<file path="src/rtl/td4_exec_ctrl.sv">
// TD4 execution controller: HALT / RUN / STEP / BREAK with breakpoint.
// Ports: clk, rst (sync, active-high), run/halt/step requests,
//   bp_en/bp_addr/pc; cpu_en strobe, state, halted, step_cnt.
module td4_exec_ctrl #(
  parameter int unsigned DIV = 500000
) (
  input  logic       clk,
  input  logic       rst,
  input  logic       run_req,
  input  logic       halt_req,
  input  logic       step_req,
  input  logic       bp_en,
  input  logic [3:0] bp_addr,
  input  logic [3:0] pc,
  output logic       cpu_en,
  output logic [1:0] state,
  output logic       halted,
  output logic [7:0] step_cnt
);

  typedef enum logic [1:0] {
    S_HALT = 2'b00,
    S_RUN  = 2'b01,
    S_STEP = 2'b10,
    S_BRK  = 2'b11
  } st_t;

  localparam logic [26:0] DIV_M1 = 27'(DIV - 1);

  st_t         st_q, st_n;
  logic [26:0] div_q, div_n;
  logic        skip_q, skip_n;
  logic        en_n;
  logic        bp_hit;

  assign bp_hit = bp_en && (pc == bp_addr);

  always_comb begin
    st_n   = st_q;
    div_n  = div_q;
    skip_n = skip_q;
    en_n   = 1'b0;
    unique case (st_q)
      S_HALT, S_BRK: begin
        if (halt_req) begin
          st_n   = S_HALT;
          skip_n = 1'b0;
        end else if (run_req) begin
          st_n   = S_RUN;
          div_n  = '0;
          // resuming from a breakpoint must step past it once
          skip_n = (st_q == S_BRK);
        end else if (step_req) begin
          st_n = S_STEP;
        end
      end
      S_RUN: begin
        if (halt_req) begin
          st_n   = S_HALT;
          div_n  = '0;
          skip_n = 1'b0;
        end else if (div_q == DIV_M1) begin
          div_n = '0;
          if (bp_hit && !skip_q) begin
            st_n = S_BRK;
          end else begin
            en_n   = 1'b1;
            skip_n = 1'b0;
          end
        end else begin
          div_n = div_q + 27'd1;
        end
      end
      S_STEP: begin
        st_n   = S_HALT;
        skip_n = 1'b0;
        en_n   = !halt_req;
      end
      default: st_n = S_HALT;
    endcase
  end

  always_ff @(posedge clk) begin
    if (rst) begin
      st_q     <= S_HALT;
      div_q    <= '0;
      skip_q   <= 1'b0;
      cpu_en   <= 1'b0;
      halted   <= 1'b1;
      step_cnt <= '0;
    end else begin
      st_q     <= st_n;
      div_q    <= div_n;
      skip_q   <= skip_n;
      cpu_en   <= en_n;
      halted   <= (st_n == S_HALT) || (st_n == S_BRK);
      step_cnt <= step_cnt + {7'd0, en_n};
    end
  end

  assign state = st_q;

endmodule

</file>
<file path="config.mk">
export PLATFORM = sky130hd
export DESIGN_NAME = td4_exec_ctrl
export DESIGN_NICKNAME = d
export VERILOG_FILES = /design/src/rtl/td4_exec_ctrl.sv
export SDC_FILE = /design/constraint.sdc
export NUM_CORES = 1
export LEC_CHECK = 0
export CAP_MARGIN = 25
export CORE_MARGIN = 2
export CORE_UTILIZATION = 40
export DETAILED_ROUTE_END_ITERATION = 7
export PLACE_DENSITY = 0.61
export SLEW_MARGIN = 20
export SYNTH_ARGS = -nofsm -noshare
export SYNTH_HDL_FRONTEND = slang
export SYNTH_SLANG_ARGS = --single-unit
</file>
<file path="constraint.sdc">
create_clock -name clk -period 2.4 [get_ports clk]
set_input_delay 0.36 -clock clk [delete_from_list [all_inputs] [get_ports clk]]
set_output_delay 0.36 -clock clk [all_outputs]
set_load 0.01 [all_outputs]
</file>
Word level (Yosys, flattened, before mapping)
Cells that the tools add are included.
{"block": "classes", "n_mux": 22, "n_reduce_logical": 11, "n_addsub": 2, "eq_ne": 11}
{"cell": "2-to-1 mux 27 bit", "count": 4}
{"cell": "one-hot mux 27 bit (2 select lines)", "count": 1}
{"cell": "adder 27 x 1 -> 27 bit, second input constant", "count": 1}
{"cell": "equality test 27 x 19 -> 1 bit, second input constant", "count": 1}
{"cell": "2-to-1 mux 2 bit", "count": 6}
{"cell": "inequality test 3 bit, second input constant", "count": 3}
{"cell": "adder 8 x 1 -> 8 bit", "count": 1}
{"cell": "2-to-1 mux 1 bit", "count": 8}
{"cell": "equality test 2 bit, second input constant", "count": 3}
{"cell": "one-hot mux 2 bit (3 select lines)", "count": 1}
{"cell": "AND reduction 3 bit", "count": 2}
{"cell": "equality test 4 bit", "count": 1}
{"cell": "zero test 2 bit", "count": 2}
{"cell": "inequality test 2 bit, second input constant", "count": 2}
{"cell": "one-hot mux 1 bit (3 select lines)", "count": 1}
{"cell": "equality test 2 x 1 -> 1 bit, second input constant", "count": 1}
{"cell": "logical AND 1 bit", "count": 2}
{"cell": "zero test 1 bit", "count": 2}
{"cell": "one-hot mux 1 bit (2 select lines)", "count": 1}
{"cell": "nonzero test 2 bit", "count": 1}
{"cell": "OR reduction 2 bit", "count": 1}
{"cell": "logical OR 1 bit", "count": 1}
{"block": "word_totals", "register_bits": 40, "elab_cells": 52, "inputBits": 14, "output_inout_bits": 12}

Logic depth before layout (Yosys ltp)
Gate-level depths: netlist (run 1).
{"block": "depth", "word_depth": 9, "ltp_mapped": 10}

Worst setup path before layout (run 1)
Ideal clock, no wire load.
{"block": "synth_timing", "path_type": "register -> register", "startpoint": "register div_q[10]", "endpoint": "register step_cnt[5]", "t_required_ns": 2.272, "slack_ns": 0.142, "setup_time_ns": 0.128, "path_stages_with_launch": 11, "n_path_buf": 0, "arrival_time_ns": 2.130, "cell_sequence": "dfxtp_1 -> or4b_1 -> nor3_1 -> and4_4 -> a31oi_1 -> nor3_1 -> ha_1 -> and3_1 -> nand3_1 -> xor2_1 -> nor2_1"}
{"block": "synth_via", "elab_chain_cells": 5}
{"item": "start, declared", "line_no": "31", "text": "logic [26:0] div_q, div_n;"}
{"item": "start signal, assigned", "line_no": "93", "text": "div_q <= div_n;"}
{"item": "equality test 27 x 19 -> 1 bit", "line_no": "62", "text": "end else if (div_q == DIV_M1) begin"}
{"item": "2-to-1 mux 1 bit", "line_no": "62"}
{"item": "2-to-1 mux 1 bit", "line_no": "58", "text": "if (halt_req) begin"}
{"item": "one-hot mux 1 bit (2 select lines)", "line_no": "43", "text": "unique case (st_q)"}
{"item": "named net en_n", "line_no": "33", "text": "logic en_n;"}
{"item": "adder 8 x 1 -> 8 bit", "line_no": "97", "text": "step_cnt <= step_cnt + {7'd0, en_n};"}
{"item": "end signal, assigned", "line_no": "97"}
{"item": "end, declared", "line_no": "18", "text": "output logic [7:0] step_cnt"}
The timed path passes the listed nets, and every way through them passes these cells.
A chain may end at the register's enable or synchronous reset.

Final worst setup path (run 1)
{"block": "layout_timing", "startpoint": "register div_q[19]", "endpoint": "register step_cnt[5]"}
Same word-level chain as after synthesis.

==> results of run 1 <==
-- cell usage after synthesis (3+ instances only) --
| cell | number | area (um2) |
|---|---|---|
| inv_1 | 8 | 30.03 |
| nor4_1 | 5 | 31.28 |
| nand2_1 | 10 | 37.54 |
| a21oi_1 | 4 | 20.02 |
| nand4_1 | 6 | 37.54 |
| nand2b_1 | 3 | 18.77 |
| nor2_1 | 46 | 172.7 |
| nor3_1 | 4 | 20.02 |
| o21ai_0 | 3 | 15.01 |
| xor2_1 | 18 | 157.7 |
| ha_1 | 6 | 75.07 |
| nor2b_1 | 4 | 25.02 |
| xnor2_1 | 15 | 131.4 |
| and2_1 | 4 | 25.02 |
| nand3_1 | 13 | 65.06 |
| and3_1 | 3 | 18.77 |
| dfxtp_1 | 40 | 800.8 |
| clkbuf_1 | 3 | 11.26 |
-- registers in the layout (all words and copies together), names as in the netlist --
signal,count
div_q,27
state,2
halted,1
step_cnt,8
cpu_en,1
skip_q,1
-- critical path, stage by stage (launching register included) --
cell and delay [ns]:
dfxtp_2 0.32, or4b_4 0.54, nor3_4 0.19, and4_4 0.26, a31oi_4 0.09, nor3_2 0.19, ha_2 0.22, and3_4 0.20
nand3_1 0.09, xor2_1 0.14, nor2_1 0.05
-- per-layer routing --
metal / vias up / GRT usage [%]
met4: 0 / 7.273
met2: 18 / 24.62
met5: - / 0
met3: 7 / 4.115
li1: 844 / -
met1: 735 / 21.17
-- through the flow --
stage | setup TNS, ns | power (mW) | util, %
4_1_cts | -0.01438 | 1.210 | 51.68
5_1_grt | -0.6607 | 1.241 | 53.55
3_5_place_dp | -0.5441 | 0.7791 | 49.92
3_3_place_gp | -0.3341 | 0.7793 | 49.92
2_1_floorplan | 0 | 0.7343 | -
6_report | -0.01573 | 1.191 | 53.55
-- cell type report --
class,instances,area share [%]
inverters,8,1.195
repair buffers,44,16.14
well taps,54,2.689
flip-flops and latches,40,31.97
multi-input cells,168,44.92
clock buffers,6,2.888
clock inverters,1,0.1992
-- report_power, final --
| part | switching, mW | internal [mW] |
|---|---|---|
| registers | 0.00298 | 0.668 |
| logic | 0.0444 | 0.0504 |
| clock network | 0.227 | 0.198 |
| total | 0.275 | 0.916 |
-- repair_timing --
| action | 4_1_cts | 5_1_grt |
|---|---|---|
| setup endpoints to repair | 4 | 7 |
| gates resized for setup | 1 | 13 |
| pin swaps | 0 | 6 |
| buffers inserted | 0 | 3 |
| hold buffers | 0 | 0 |
-- path summary, 6_finish.rpt --
path | to | slack (ns) | cells past startpoint
setup reg to reg | step_cnt[5] | -0.01 | 10
hold / removal | skip_q | 0.48 | 2
hold reg to reg | skip_q | 0.48 | 2
setup / recovery | step_cnt[5] | -0.01 | 10
-- logic make-up (layout without fill, tap and decap cells) --
group / Yosys count / in the layout / share of synthesized area, %
flip-flops: 40 / 40 / 41.64
buffers and inverters: 14 / 59 / 3.188
XOR/XNOR: 33 / 33 / 15.03
adder cells (fa/ha/maj): 6 / 6 / 3.904
multiplexers: 1 / 1 / 0.5205
AND/OR/NAND/NOR: 112 / 112 / 29.80
AO/OA/AOI/OAI: 16 / 16 / 5.921
==> flow_summary.yaml, run 1 <==
logic_synthesis:
  synth_cell_type_count: 42
  syn_inst: 222
  ys_warn_count: 0
  ys_async_sr_fraction_pct: 0
  synth_edf_count: 0
  syn_area_um2: 1923
  ys_seq_elements: 40
  yosysSeqAreaShare_pct: 41.64
  synthFlopType: "dfxtp_1"
  syn-num-nets: 242
  syn_avg_cell_area_um2: 8.663
place:
  place_ws_ns: -0.1275
  dp_hpwl_um: 2768
  place_area_um2: 2342
  dp_cells: 311
  place.gp.congestion: 0.7883
  io_buffers: 25
grt:
  overflow: 0
  grt_usage_pct: 16.04
  grt_first_pass_wirelength_um: 6679
  grt_pass1_vias: 1499
  grt_max_degree: 28
  grt_antenna_before_repair: 0
die:
  die_w_um: 73.34
  dieArea_um2: 5378
  core_um2: 4692
  fp-row-count: 25
  fp.dieH_um: 73.34
  initial_core_util_pct: 40.99
  pin_count: 26
routing:
  via_count: 1604
  vias_per_cell: 4.997
  first_iter_violations: 43
  post-route-drc-count: 0
  met2_wirelength_um: 1747
  routed-wl-met3_um: 92
  routed.top_layer: "met4"
  ant_nets: 0
  routed_wl_um: 3851
  drt-pass1-iter-count: 4
  avgRoutedWirePerCell_um: 12.00
  wl_met1_um: 1942
clock_network:
  cts_tree: "done"
  cts_buffers: 5
  insertion_delay_ns: 0.29
  cts.path.max_buffers: 2
  cts_sinks: 40
  clockRootBuffer: "clkbuf_8"
  cts.htree.levels: 2
  cts.reportedPaths.clkPinSlew_ns: 0.07
critical_path:
  critPathArrivalTime_ns: 2.58
  r2r-start: "div_q[19]"
  endpoint_kind: "flop"
  path_class: "flop to flop"
  cp-start-kind: "flop"
  critPathLaunch: "div_q[19]"
  critPathMaxFanout: 3
  worstPathRequired_ns: 2.57
final_layout:
  multi_input_area_um2: 1129
  final_cell_mix: "nor2_1 (46), dfxtp_1 (38), clkdlybuf4s50_1 (25)"
  stdcell_count: 321
  fillCellCount: 439
  nets: 287
  fin_area_um2: 2512
  syn2layout_area_growth_pct: 30.64
  regArea_um2: 803.3
  layout-drive-gt1-share_pct: 15.73
  antennaDiodeCount: 0
  layout_commonest_cell: "nor2_1"
power_and_ir_drop:
  cellLeakagePower_nw: 0.9236
  max-vdd-ir-drop_uv: 285.2
  p_per_area_nw_per_um2: 473.9
timing:
  setup_viol: 2
  timing.fmax_mhz: 414.8
  worst_pin_slew_ns: 0.5096
  holdWs_ns: 0.4765
  finalCritPeriodShare_pct: 100.5
  fin_ws_ns: -0.01083
  drv_slew: 0
  rsz0062_at_grt: "yes"
  skew_ns: 0.004385
  post-route-min-period_ns: 2.411
  slew_headroom_pct: 65.92
  hold_viol_final: 0
outcome:
  violations: "setup timing"
  status: "finished with violations"
worst_hold_path:
  min_from: "skip_q"
  holdCritPathClass: "flop to flop"
run:
  cap_violations: 0
Power figures use the tool's default switching activity.
==> inputs of run 2 (changes only) <==
--- a/config.mk
+++ b/config.mk
@@ -7,9 +7,9 @@
 export LEC_CHECK = 0
 export CAP_MARGIN = 25
 export CORE_MARGIN = 2
-export CORE_UTILIZATION = 40
+export CORE_UTILIZATION = 54
 export DETAILED_ROUTE_END_ITERATION = 7
-export PLACE_DENSITY = 0.61
+export PLACE_DENSITY = 0.79
 export SLEW_MARGIN = 20
 export SYNTH_ARGS = -nofsm -noshare
 export SYNTH_HDL_FRONTEND = slang
==> run 2 against run 1 <==
The run now ends clean. Wire length increased by 0.70%. Design area is 1.7% lower. Non-clock buffer count is 1 lower. Worst hold slack gained 0.020 ns. Cell count shrank 2.5%. Die area decreased by 25%. First-iteration DRC count is 100% higher. Clock power down 15%. Power fell by 5.6%. Critical endpoint is now step_cnt[7]. Highest routed layer unchanged.
==> flow_summary.yaml, run 2 (same netlist as run 1, synthesis figures left out) <==
timing:
  holdWs_ns: 0.4967
  post-route-min-period_ns: 2.345
  slew_headroom_pct: 63.62
  finalCritPeriodShare_pct: 97.72
  hold_viol_final: 0
  rsz0062_at_grt: "yes"
  tns_ns: 0
  skew_ns: 0.01403
  worst_pin_slew_ns: 0.5399
  setup_viol: 0
  drv_slew: 0
  timing.fmax_mhz: 426.4
final_layout:
  largest_reg_flops: 27
  fillCellCount: 236
  stdcell_count: 313
  syn2layout_area_growth_pct: 28.37
  final_cell_mix: "nor2_1 (45), dfxtp_1 (37), clkdlybuf4s50_1 (25)"
  regMostFlops: "div_q"
  antennaDiodeCount: 0
  nets: 286
  layout_commonest_cell: "nor2_1"
  utilization_pct: 72.83
  layout-drive-gt1-share_pct: 17.23
  fin_area_um2: 2469
grt:
  grt_first_pass_wirelength_um: 6817
  overflow: 0
  grt_antenna_before_repair: 0
  grt_usage_pct: 21.27
  grt_max_degree: 28
  grt_pass1_vias: 1600
clock_network:
  cts.reportedPaths.clkPinSlew_ns: 0.12
  clockRootBuffer: "clkbuf_4"
  cts.path.max_buffers: 2
  insertion_delay_ns: 0.35
  cts_tree: "done"
  cts-hold-fix-buffers: 0
  cts_sinks: 40
  cts.htree.levels: 2
  cts_buffers: 5
routing:
  via_count: 1652
  first_iter_violations: 87
  vias_per_cell: 5.278
  avgRoutedWirePerCell_um: 12.39
  drt-pass1-iter-count: 4
  routed_wl_um: 3878
  ant_nets: 0
  post-route-drc-count: 0
critical_path:
  critPathMaxFanout: 3
  worstPathRequired_ns: 2.65
  critPathArrivalTime_ns: 2.60
  path_class: "flop to flop"
  cp-start-kind: "flop"
  endpoint_kind: "flop"
die:
  fp-row-count: 21
  initial_core_util_pct: 56.74
  pin_count: 26
  fp.dieH_um: 63.68
  die_w_um: 63.68
  dieArea_um2: 4055
  core_um2: 3390
outcome:
  status: "finished clean"
power_and_ir_drop:
  internal_power_mw: 0.8591
  combinationalPowerShare_pct: 8.2
  max-vdd-ir-drop_uv: 349.1
  swShare_pct: 23.53
  clkPwrFrac_pct: 32.1
  cellLeakagePower_nw: 0.8920
  p_per_area_nw_per_um2: 455.1
  p_sw_mw: 0.2644
  seq_power_share_pct: 59.8
run:
  cap_violations: 0
place:
  place_area_um2: 2305
  dp_cells: 301
  place.gp.congestion: 0.7971
  io_buffers: 25
  dp_hpwl_um: 2780
worst_hold_path:
  holdCritPathClass: "flop to flop"
## run 2: worst paths after layout
| kind | startpoint | end | slack, ns | cells past startpoint |
|---|---|---|---|---|
| worst max-delay path | div_q[12] | step_cnt[7] | 0.05 | 10 |
| worst min-delay path | skip_q | skip_q | 0.50 | 2 |
| worst min register to register | skip_q | skip_q | 0.50 | 2 |
| worst max register to register | div_q[12] | step_cnt[7] | 0.05 | 10 |
## run 2: power by group through the flow
stage	logic (mW)	registers, mW	clock network, mW
4_1_cts	0.0902	0.672	0.367
2_1_floorplan	0.0463	0.688	0
3_5_place_dp	0.0883	0.687	0
5_1_grt	0.101	0.672	0.396
6_report	0.0920	0.671	0.360
3_3_place_gp	0.0880	0.686	0
## run 2: per-layer routing
layer	wire length (um)	share of wire, %	GRT usage (%)
met1	1865	48	27.34
met2	1826	47	34.87
met3	127	3.3	4.464
met4	58	1.5	8.152
met5	0	0	0
## run 2: repair_timing
item / in CTS / in global routing
pin swaps: 4 / 6
setup buffers: 2 / 2
resized for setup: 8 / 9
endpoints found under the setup margin: 4 / 13
## run 2: layout make-up
cell class	instances	area, um2	area share, %
clock buffers	7	55.05	2.230
flip-flops and latches	40	804.5	32.59
clock inverters	1	7.507	0.3041
inverters	8	30.03	1.216
multi-input cells	168	1129	45.72
well taps	46	57.56	2.331
repair buffers	43	385.4	15.61
## run 2: stage by stage
stage | total power, mW | setup WS, ns
after CTS | 1.129 | 0.008077
after global routing | 1.170 | -0.05254
after floorplan | 0.7343 | 0.1422
after detailed placement | 0.7749 | -0.1018
after global placement | 0.7743 | -0.006219
final | 1.124 | 0.05463
## run 2: critical path, cell delays in order, from the launching register on
cell and delay [ns]:
dfxtp_2 0.34, or4b_4 0.54, nor3_2 0.19, and4_4 0.26
a31oi_4 0.08, nor3_2 0.11, ha_2 0.22, and3_4 0.21
nand3_2 0.09, xor2_1 0.15, nor2_1 0.05
